## src/rtl/board_ram.sv

```systemverilog
// Board memory for the puzzle datapath: sequential clear engine, command port
// (read/write/swap/clear) and a combinational side read port for display/scan.
module board_ram #(
    parameter int unsigned DATA_W    = 8,
    parameter int unsigned ADDR_W    = 4,
    parameter int unsigned INIT_MODE = 0
) (
    input  logic              clk,
    input  logic              rst_n,
    input  logic              req_valid,
    output logic              req_ready,
    input  logic [1:0]        req_op,
    input  logic [ADDR_W-1:0] req_addr_a,
    input  logic [ADDR_W-1:0] req_addr_b,
    input  logic [DATA_W-1:0] req_wdata,
    output logic              rsp_valid,
    output logic [DATA_W-1:0] rsp_data,
    output logic              busy,
    input  logic [ADDR_W-1:0] rd_addr,
    output logic [DATA_W-1:0] rd_data
);

    localparam int unsigned DEPTH = 2 ** ADDR_W;

    localparam logic [1:0] S_CLEAR = 2'd0;
    localparam logic [1:0] S_IDLE  = 2'd1;
    localparam logic [1:0] S_SWAP  = 2'd2;

    localparam logic [1:0] OP_READ  = 2'b00;
    localparam logic [1:0] OP_WRITE = 2'b01;
    localparam logic [1:0] OP_SWAP  = 2'b10;
    localparam logic [1:0] OP_CLEAR = 2'b11;

    logic [DATA_W-1:0] r_mem [DEPTH];

    logic [1:0]        r_state;
    logic [1:0]        w_state_nxt;
    logic [ADDR_W-1:0] r_cnt;
    logic              r_clr_rsp;
    logic [ADDR_W-1:0] r_addr_a;
    logic [ADDR_W-1:0] r_addr_b;
    logic [DATA_W-1:0] r_tmp_a;
    logic [DATA_W-1:0] r_tmp_b;

    logic              w_accept;
    logic              w_last;
    logic [ADDR_W-1:0] w_cnt_inc;
    logic [DATA_W-1:0] w_clr_val;

    assign req_ready = (r_state == S_IDLE);
    assign busy      = ~req_ready;
    assign w_accept  = req_valid && req_ready;
    assign w_last    = (r_cnt == ADDR_W'(DEPTH - 1));
    assign w_cnt_inc = r_cnt + ADDR_W'(1);
    assign rd_data   = r_mem[rd_addr];

    // Solved-board pattern wraps (i+1) so the last cell becomes the blank.
    always_comb begin
        w_clr_val = '0;
        if (INIT_MODE == 1) begin
            w_clr_val = DATA_W'(w_cnt_inc);
        end
    end

    always_ff @(posedge clk) begin
        if (!rst_n) begin
            r_state <= S_CLEAR;
        end else begin
            r_state <= w_state_nxt;
        end
    end

    always_comb begin
        w_state_nxt = r_state;
        case (r_state)
            S_CLEAR: begin
                if (w_last) begin
                    w_state_nxt = S_IDLE;
                end
            end
            S_IDLE: begin
                if (w_accept && (req_op == OP_SWAP)) begin
                    w_state_nxt = S_SWAP;
                end else if (w_accept && (req_op == OP_CLEAR)) begin
                    w_state_nxt = S_CLEAR;
                end
            end
            S_SWAP:  w_state_nxt = S_IDLE;
            default: w_state_nxt = S_CLEAR;
        endcase
    end

    // Array has no reset; writes are suppressed while rst_n is low.
    always_ff @(posedge clk) begin
        if (rst_n) begin
            case (r_state)
                S_CLEAR: r_mem[r_cnt] <= w_clr_val;
                S_IDLE: begin
                    if (w_accept && (req_op == OP_WRITE)) begin
                        r_mem[req_addr_a] <= req_wdata;
                    end
                end
                S_SWAP: begin
                    r_mem[r_addr_a] <= r_tmp_b;
                    r_mem[r_addr_b] <= r_tmp_a;
                end
                default: ;
            endcase
        end
    end

    always_ff @(posedge clk) begin
        if (!rst_n) begin
            r_cnt     <= '0;
            r_clr_rsp <= 1'b0;
            r_addr_a  <= '0;
            r_addr_b  <= '0;
            r_tmp_a   <= '0;
            r_tmp_b   <= '0;
            rsp_valid <= 1'b0;
            rsp_data  <= '0;
        end else begin
            rsp_valid <= 1'b0;
            case (r_state)
                S_CLEAR: begin
                    r_cnt <= w_cnt_inc;
                    if (w_last) begin
                        r_clr_rsp <= 1'b0;
                        if (r_clr_rsp) begin
                            rsp_valid <= 1'b1;
                            rsp_data  <= '0;
                        end
                    end
                end
                S_IDLE: begin
                    if (w_accept) begin
                        case (req_op)
                            OP_READ, OP_WRITE: begin
                                rsp_valid <= 1'b1;
                                rsp_data  <= r_mem[req_addr_a];
                            end
                            OP_SWAP: begin
                                r_addr_a <= req_addr_a;
                                r_addr_b <= req_addr_b;
                                r_tmp_a  <= r_mem[req_addr_a];
                                r_tmp_b  <= r_mem[req_addr_b];
                            end
                            default: begin
                                r_cnt     <= '0;
                                r_clr_rsp <= 1'b1;
                            end
                        endcase
                    end
                end
                S_SWAP: begin
                    rsp_valid <= 1'b1;
                    rsp_data  <= r_tmp_b;
                end
                default: ;
            endcase
        end
    end

endmodule

```

## config.mk

```make
export PLATFORM = sky130hd
export DESIGN_NAME = board_ram
export DESIGN_NICKNAME = d
export VERILOG_FILES = /design/src/rtl/board_ram.sv
export SDC_FILE = /design/constraint.sdc
export NUM_CORES = 1
export LEC_CHECK = 0
export ABC_AREA = 1
export ABC_CLOCK_PERIOD_IN_PS = 7050
export CAP_MARGIN = 20
export CELL_PAD_IN_SITES_DETAIL_PLACEMENT = 0
export CELL_PAD_IN_SITES_GLOBAL_PLACEMENT = 1
export CORE_ASPECT_RATIO = 0.9
export CORE_UTILIZATION = 49
export CTS_CLUSTER_DIAMETER = 80
export DETAILED_ROUTE_END_ITERATION = 8
export HOLD_SLACK_MARGIN = 0.12
export PLACE_DENSITY_LB_ADDON = 0.25
export SLEW_MARGIN = 20
export SYNTH_ARGS = -nofsm -noshare
export SYNTH_HDL_FRONTEND = slang
export SYNTH_SLANG_ARGS = --single-unit
```

## constraint.sdc

```tcl
create_clock -name clk -period 7.05 [get_ports clk]
set_input_delay 1.41 -clock clk [delete_from_list [all_inputs] [get_ports clk]]
set_output_delay 1.41 -clock clk [all_outputs]
set_load 0.02 [all_outputs]
```

# Word level (Yosys, flattened, before mapping)
# Memory sizes are Yosys's and may differ from the RTL's. A register that Yosys moved wholly into a read port is not among the register bits.
# Index checks and enable logic that the tools add are counted.
# op_classes
n_addsub	1
mul	0
div	0
n_lt_le_gt_ge	0
n_eq_ne	12
shifts	0
mux	37
n_bitwise	1
n_reduce_logical	18
# op_table
op	n
two-way mux 8 bit	6
one-hot mux 8 bit (3 select lines)	1
two-way mux 1 bit	19
two-way mux 4 bit	4
OR reduction 8 bit	2
one-hot mux 4 bit (2 select lines)	1
equality test 2 bit, second input constant	3
two-way mux 2 bit	3
!= test 2 bit, second input constant	3
one-hot mux 2 bit (3 select lines)	1
AND reduction 3 bit	2
AND reduction 5 bit	1
adder 4 x 1 -> 4 bit, second input constant	1
equality test 2 x 1 -> 1 bit, second input constant	2
equality test 4 bit, second input constant	1
logical AND 1 bit	4
logical NOT 2 bit	2
!= test 2 x 1 -> 1 bit, second input constant	2
AND reduction 4 bit	1
!= test 3 x 1 -> 1 bit, second input constant	1
one-hot mux 1 bit (3 select lines)	1
nonzero test 3 bit	1
OR reduction 3 bit	1
one-hot mux 1 bit (2 select lines)	1
other kinds (5)	5
# totals
register_bits	32
latch_bits	0
ram_bits	128
mem_bits_ro	0
output_inout_bits	19
memories	1
# mem_list
memory	depth	width	read_ports	rd_clocked_by_memory_dff	write_ports	line_no	rtl
r_mem	16	8	3	1	2	34	logic [DATA_W-1:0] r_mem [DEPTH];

# Logic depth before layout (Yosys ltp)
# Gate-level depths: netlist of run 1.
# depth
depth_word	10
depth_mapped	13
ltp_nobuf	12

# Least setup slack after synthesis of run 1
# OpenSTA, ideal clock, no wires.
# synth_timing
path_kind	in2out
start	input port rd_addr[0]
end	output port rd_data[1]
arrival_ns	2.609
setup_slack_ns	3.031
cell_stages	6
path_cell_list	buf_2 clkbuf_1 o21ai_0 a21oi_1 o22ai_1 o21ai_0
# synth_via
elab_chain_cells	1
# synth_lines
element	line_no	rtl
start: declaration	19	input logic [ADDR_W-1:0] rd_addr,
memory (16 x 8 bit)	-	
end: declaration	20	output logic [DATA_W-1:0] rd_data
# No other way between the ends.

# Final worst setup path of run 1
# layout_timing
start	input port rd_addr[2]
end	output port rd_data[6]
# The elaborated chain is that of the path after synthesis.

==> flow_summary.toml, run 1 <==
[sta]
min_period_ns = 5.30
fin_skew_ns = 0.0144
slew_headroom_pct = 20.3
tightest_slew_ns = 1.20
max_clock_freq_mhz = 189
rsz0062_at_grt = "false"
drv_slew = 0
tns_ns = 0
finalCritPeriodShare_pct = 75.1
setup_violations = 0
hold_viol_final = 0

[grt]
gr-usage-all-layers_pct = 35.0
grt_pass1_wl_um = 59600
grt_pass1_vias = 9675
grt_max_degree = 129
grt_overflow = 0
antenna_found_initial = 0

[worst_setup_path]
startpoint = "rd_addr[2]"
timing.rr.start = "r_state[1]"
endpoint_kind = "primary output"
critPathRequiredTime_ns = 5.64
path_max_fanout = 25
regToRegSetupSlack_ns = 3.48
critPathKind = "input port to primary output"
cp.arrival_ns = 3.89
cp-start-kind = "input port"

[route]
drc = 0
vias_per_cell = 6.04
ant_nets = 0
drtPass1Iterations = 7
maxUsedRoutingLayer = "met4"
first_iter_violations = 1624
drt-wirelength-per-cell_um = 21.8
drt-total-wl_um = 40200
via_count = 11100
dr_wl_met3_um = 5120
wl_met2_um = 17300
met1_length_um = 16400

[clock_network]
postCtsHoldBufs = 0
htreeDepth = 4
cts_made_buffers = 17
postCtsSetupBuffers = 0
clock_latency_ns = 0.45
cts.sinks = 168
cts.path.max_buffers = 2
cts_tree = "done"
cts-root-buf = "clkbuf_16"
clk_pin_slew_ns = 0.07
postCtsResizedCells = 0

[logic_synthesis]
yosys.area.top_type_share_pct = 34.6
synth_cells = 1578
synth-seq-area-share_pct = 41.9
netlist_area_mm2 = 0.0111
syn-mean-instance-area_um2 = 7.03
synth_fp_nets = 1609
ys_warn_count = 0
synth.distinct_cells = 35
synth-seq-cells = 168
yosysTopAreaCell = "edfxtp_1"
yosys-top-cells-area = "edfxtp_1 35%, nand2_1 14%, o21ai_0 12%"

[floorplan]
start_util_pct = 50.7
io_pins = 44
coreArea_mm2 = 0.0219
die_x_um = 161
fp.dieH_um = 145
die_area_mm2 = 0.0232
fp-row-count = 51

[finish]
final_common_cell = "nand2_1"
drive_gt1_share_pct = 5.35
antennaDiodeCount = 0
final_cell_mix = "408 x nand2_1, 265 x o21ai_0, 161 x inv_1"
nets = 1570
fin_cells = 1842
area_growth_pct = 8.22

[job]
drv_cap = 0

[power_and_ir_drop]
max-vdd-ir-drop_mv = 0.175
p_leak_nw = 4.62
power.density_mw_per_mm2 = 216

[worst_hold_path]
worstHoldStart = "rsp_data[6]"
hold_class = "flop to flop"

[run_status]
outcome = "completed"

[placement]
hpwl_um = 27400
placedCellCount = 1811
place.gp.congestion = 0.892
numPortBuffers = 43
## cell type report
type,count,area [um^2]
repair buffers,58,526
clock buffers,17,425
clock inverters,14,116
multi-input cells,1123,5290
well taps,291,364
fillers,2144,9880
flip-flops and latches,168,4640
inverters,171,643
## synthesized netlist by cell type
master and n:
nand2_2 2, inv_1 161, nor3_4 1, o22ai_1 2, clkinv_2 1, buf_2 25, o21ai_0 265, edfxtp_1 128
nor3_1 1, nand4_1 1, ha_1 6, nand2_1 408, or2_2 7, o32ai_1 1, buf_1 6, nand4_2 1
o211ai_1 8, nor2_1 46, buf_6 7, o21ai_2 8, a31oi_1 6, clkbuf_1 78, a21oi_1 148, dfxtp_1 40
nor3_2 2, xor2_1 1, o21ai_1 46, nor2_2 5, nand3_1 137, clkinv_1 3, a211oi_1 4, inv_2 6
o22ai_2 1, o221ai_1 14, o21a_1 2
## layer usage
layer	vias to the layer above	global-route usage, %
met5	-	0
met4	0	13.7
met3	83	7.84
met2	702	53.1
met1	5090	48.5
li1	5247	-
## path summary, 6_finish.rpt
kind,depth (start not counted),end
setup / recovery,5,rd_data[6]
hold reg to reg,2,rsp_data[6]
hold / removal,2,rsp_data[6]
setup reg to reg,11,r_mem[10][3]
## worst max-delay path, cell delays in order
cell and delay (ns):
clkdlybuf4s50_1 0.62, inv_1 0.69, o221ai_1 0.33, nand2_1 0.20, clkdlybuf4s50_1 0.63
## power breakdown
part	switching, mW	internal, mW	leakage (nW)
Combinational	0.385	0.154	2.79
Clock	0.445	0.459	0.256
Sequential	0.0365	1.12	1.57
## flip-flops by register name, summed over array words and instances, names as in the netlist
register   cells
r_addr_a       4
r_addr_b       4
r_clr_rsp      1
r_cnt          4
r_mem        128
r_state        2
r_tmp_a        8
r_tmp_b        8
rsp_data       8
rsp_valid      1
## metrics by stage
stage / worst slack, ns / cell area, um^2 / hold WS, ns / power [mW] / util, %
after floorplan: 3.03 / 11100 / 0.453 / 1.51 / -
after global placement: 1.74 / 11500 / 0.455 / 1.69 / 52.4
after detailed placement: 1.78 / 11500 / 0.460 / 1.70 / 52.4
after CTS: 1.77 / 12000 / 0.471 / 2.59 / 54.9
after global routing: 1.70 / 12000 / 0.487 / 2.68 / 54.9
final: 1.75 / 12000 / 0.465 / 2.60 / 54.9
## kinds of logic after synthesis
logic type / synth area share [%]
compound gates: 24.0
xor+xnor: 0.0790
buf+inv: 10.5
simple gates: 22.9
fa+ha+maj: 0.677
flops: 41.9
Power figures use the tool's default switching activity.
==> run 2: changes to the inputs <==
--- a/config.mk
+++ b/config.mk
@@ -6,12 +6,12 @@
 export NUM_CORES = 1
 export LEC_CHECK = 0
 export ABC_AREA = 1
-export ABC_CLOCK_PERIOD_IN_PS = 7050
+export ABC_CLOCK_PERIOD_IN_PS = 5100
 export CAP_MARGIN = 20
 export CELL_PAD_IN_SITES_DETAIL_PLACEMENT = 0
 export CELL_PAD_IN_SITES_GLOBAL_PLACEMENT = 1
 export CORE_ASPECT_RATIO = 0.9
-export CORE_UTILIZATION = 49
+export CORE_UTILIZATION = 45
 export CTS_CLUSTER_DIAMETER = 80
 export DETAILED_ROUTE_END_ITERATION = 8
 export HOLD_SLACK_MARGIN = 0.12
==> constraint.sdc (replaced) <==
create_clock -name clk -period 5.1 [get_ports clk]
set_input_delay 1.02 -clock clk [delete_from_list [all_inputs] [get_ports clk]]
set_output_delay 1.02 -clock clk [all_outputs]
set_load 0.02 [all_outputs]
==> run 2 against run 1 <==
Against the previous run:
- combinational power is 41% higher
- highest routed layer unchanged
- sequential power rose by 37%
- largest power group unchanged
- sequential share of layout area decreased by 0.58 points
==> flow_summary.toml, run 2 (synthesis results as in run 1) <==
[grt]
grt_pass1_wl_um = 61600
grt_pass1_vias = 9942
grt_max_degree = 80
antenna_found_initial = 2
gr-usage-all-layers_pct = 33.2
grt_overflow = 0

[worst_setup_path]
timing.rr.start = "r_state[1]"
critPathRequiredTime_ns = 4.08
critical_path_buf_inv_count = 3
worst_path_max_delay_cell = "clkdlybuf4s50_1"
startpoint = "rd_addr[2]"
crit_family = "buffers and inverters"
cpMostUsedCell = "clkdlybuf4s50_1"
path_max_fanout = 25
endpoint_kind = "primary output"
crit_path_cell_trace = "clkdlybuf4s50_1 > inv_1 > nand2_1 > o22ai_1 > o21ai_0 > clkdlybuf4s50_1"
critPathMaxStageDelay_ns = 0.71
cp.arrival_ns = 3.51
critPathKind = "input port to primary output"
cp-start-kind = "input port"

[floorplan]
fp.dieH_um = 151
die_x_um = 168
start_util_pct = 45.9
io_pins = 44
coreArea_mm2 = 0.0242
fp-row-count = 54
die_area_mm2 = 0.0253

[sta]
hold_viol_final = 0
setup_violations = 0
tns_ns = 0
fin_skew_ns = 0.0157
max_clock_freq_mhz = 221
tightest_slew_ns = 1.16
min_period_ns = 4.53
rsz0062_at_grt = "false"
finalCritPeriodShare_pct = 88.9
slew_headroom_pct = 21.9
drv_slew = 0

[placement]
numPortBuffers = 43
hpwl_um = 28300
place_area_mm2 = 0.0116
place.gp.congestion = 0.918

[finish]
final_cell_mix = "408 x nand2_1, 265 x o21ai_0, 161 x inv_1"
largest-register = "r_mem"
drive_gt1_share_pct = 6.14
design_area_mm2 = 0.0122
nets = 1581
largest_register_ffs = 128
fill_cells = 2409
area_growth_pct = 9.87
final_common_cell = "nand2_1"

[power_and_ir_drop]
intPower_mw = 2.47
power_switching_mw = 1.25
combPwrFrac_pct = 20.5
p_leak_nw = 4.71
p_clk_share_pct = 36.5
power_frac_seq_pct = 42.9
switching_share_pct = 33.6
max-vdd-ir-drop_mv = 0.203
power.density_mw_per_mm2 = 305

[route]
drtPass1Iterations = 8
drt-wirelength-per-cell_um = 22.2
drc = 0
drt-total-wl_um = 41600
first_iter_violations = 1527
via_count = 11100
ant_nets = 0
vias_per_cell = 5.93

[worst_hold_path]
hold_class = "flop to flop"
worstHoldStart = "rsp_data[3]"

[job]
drv_cap = 0

[clock_network]
postCtsSetupBuffers = 0
clock_latency_ns = 0.44
cts.sinks = 168
htreeDepth = 4
cts_tree = "done"
postCtsResizedCells = 0
cts.path.max_buffers = 2
cts_made_buffers = 17
postCtsHoldBufs = 0
cts-root-buf = "clkbuf_16"
clk_pin_slew_ns = 0.07

[run_status]
outcome = "completed"
[run 2: worst paths after layout]
| path | end | slack (ns) | depth (start not counted) |
|---|---|---|---|
| setup / recovery | rd_data[1] | 0.57 | 6 |
| setup reg to reg | r_mem[1][7] | 1.39 | 10 |
| hold / removal | rsp_data[3] | 0.46 | 2 |
| hold reg to reg | rsp_data[3] | 0.46 | 2 |
[run 2: worst register-to-register path: stages, from the launching register on]
cell	delay, ns
dfxtp_1	0.35
inv_1	0.11
ha_1	0.56
nand2_1	0.20
nor2_2	0.15
nand2_1	0.28
nand2_1	0.15
o21ai_1	0.07
o21ai_1	0.34
nand3_1	0.19
o21ai_1	0.92
[run 2: metal layers]
layer	global-route usage, %	vias up	wire (um)	share of wire (%)
li1	-	5270	-	-
met1	45.1	5103	17300	42
met2	51.3	649	18300	44
met3	7.45	83	4640	11
met4	13.7	0	1410	3.4
met5	0	-	0	0
[run 2: cell type report]
type | instances | area, um^2 | share of cell area (%)
inverter | 171 | 643 | 5.28
multi-input combinational | 1123 | 5290 | 43.4
antenna | 1 | 2.50 | 0.0205
clock buffer | 17 | 425 | 3.49
clock inverter | 15 | 180 | 1.48
timing repair buffer | 69 | 621 | 5.09
sequential | 168 | 4640 | 38.1
tap | 308 | 385 | 3.16
[run 2: per-stage QoR]
stage	std cells	utilization, %	setup slack, ns	total power [mW]	hold slack [ns]
after floorplan	1578	-	1.86	2.09	0.453
after global placement	1839	47.9	0.711	2.36	0.456
after detailed placement	1839	47.9	0.687	2.37	0.458
after CTS	1871	50.4	0.663	3.70	0.470
after global routing	1871	50.4	0.522	3.85	0.485
final	1872	50.4	0.568	3.72	0.465
[run 2: power by group through the flow]
| stage | sequential, mW | combinational [mW] | clock (mW) |
|---|---|---|---|
| after floorplan | 1.61 | 0.478 | 0 |
| after global placement | 1.62 | 0.735 | 0 |
| after detailed placement | 1.62 | 0.743 | 0 |
| after CTS | 1.59 | 0.747 | 1.36 |
| after global routing | 1.60 | 0.829 | 1.42 |
| final | 1.59 | 0.763 | 1.36 |
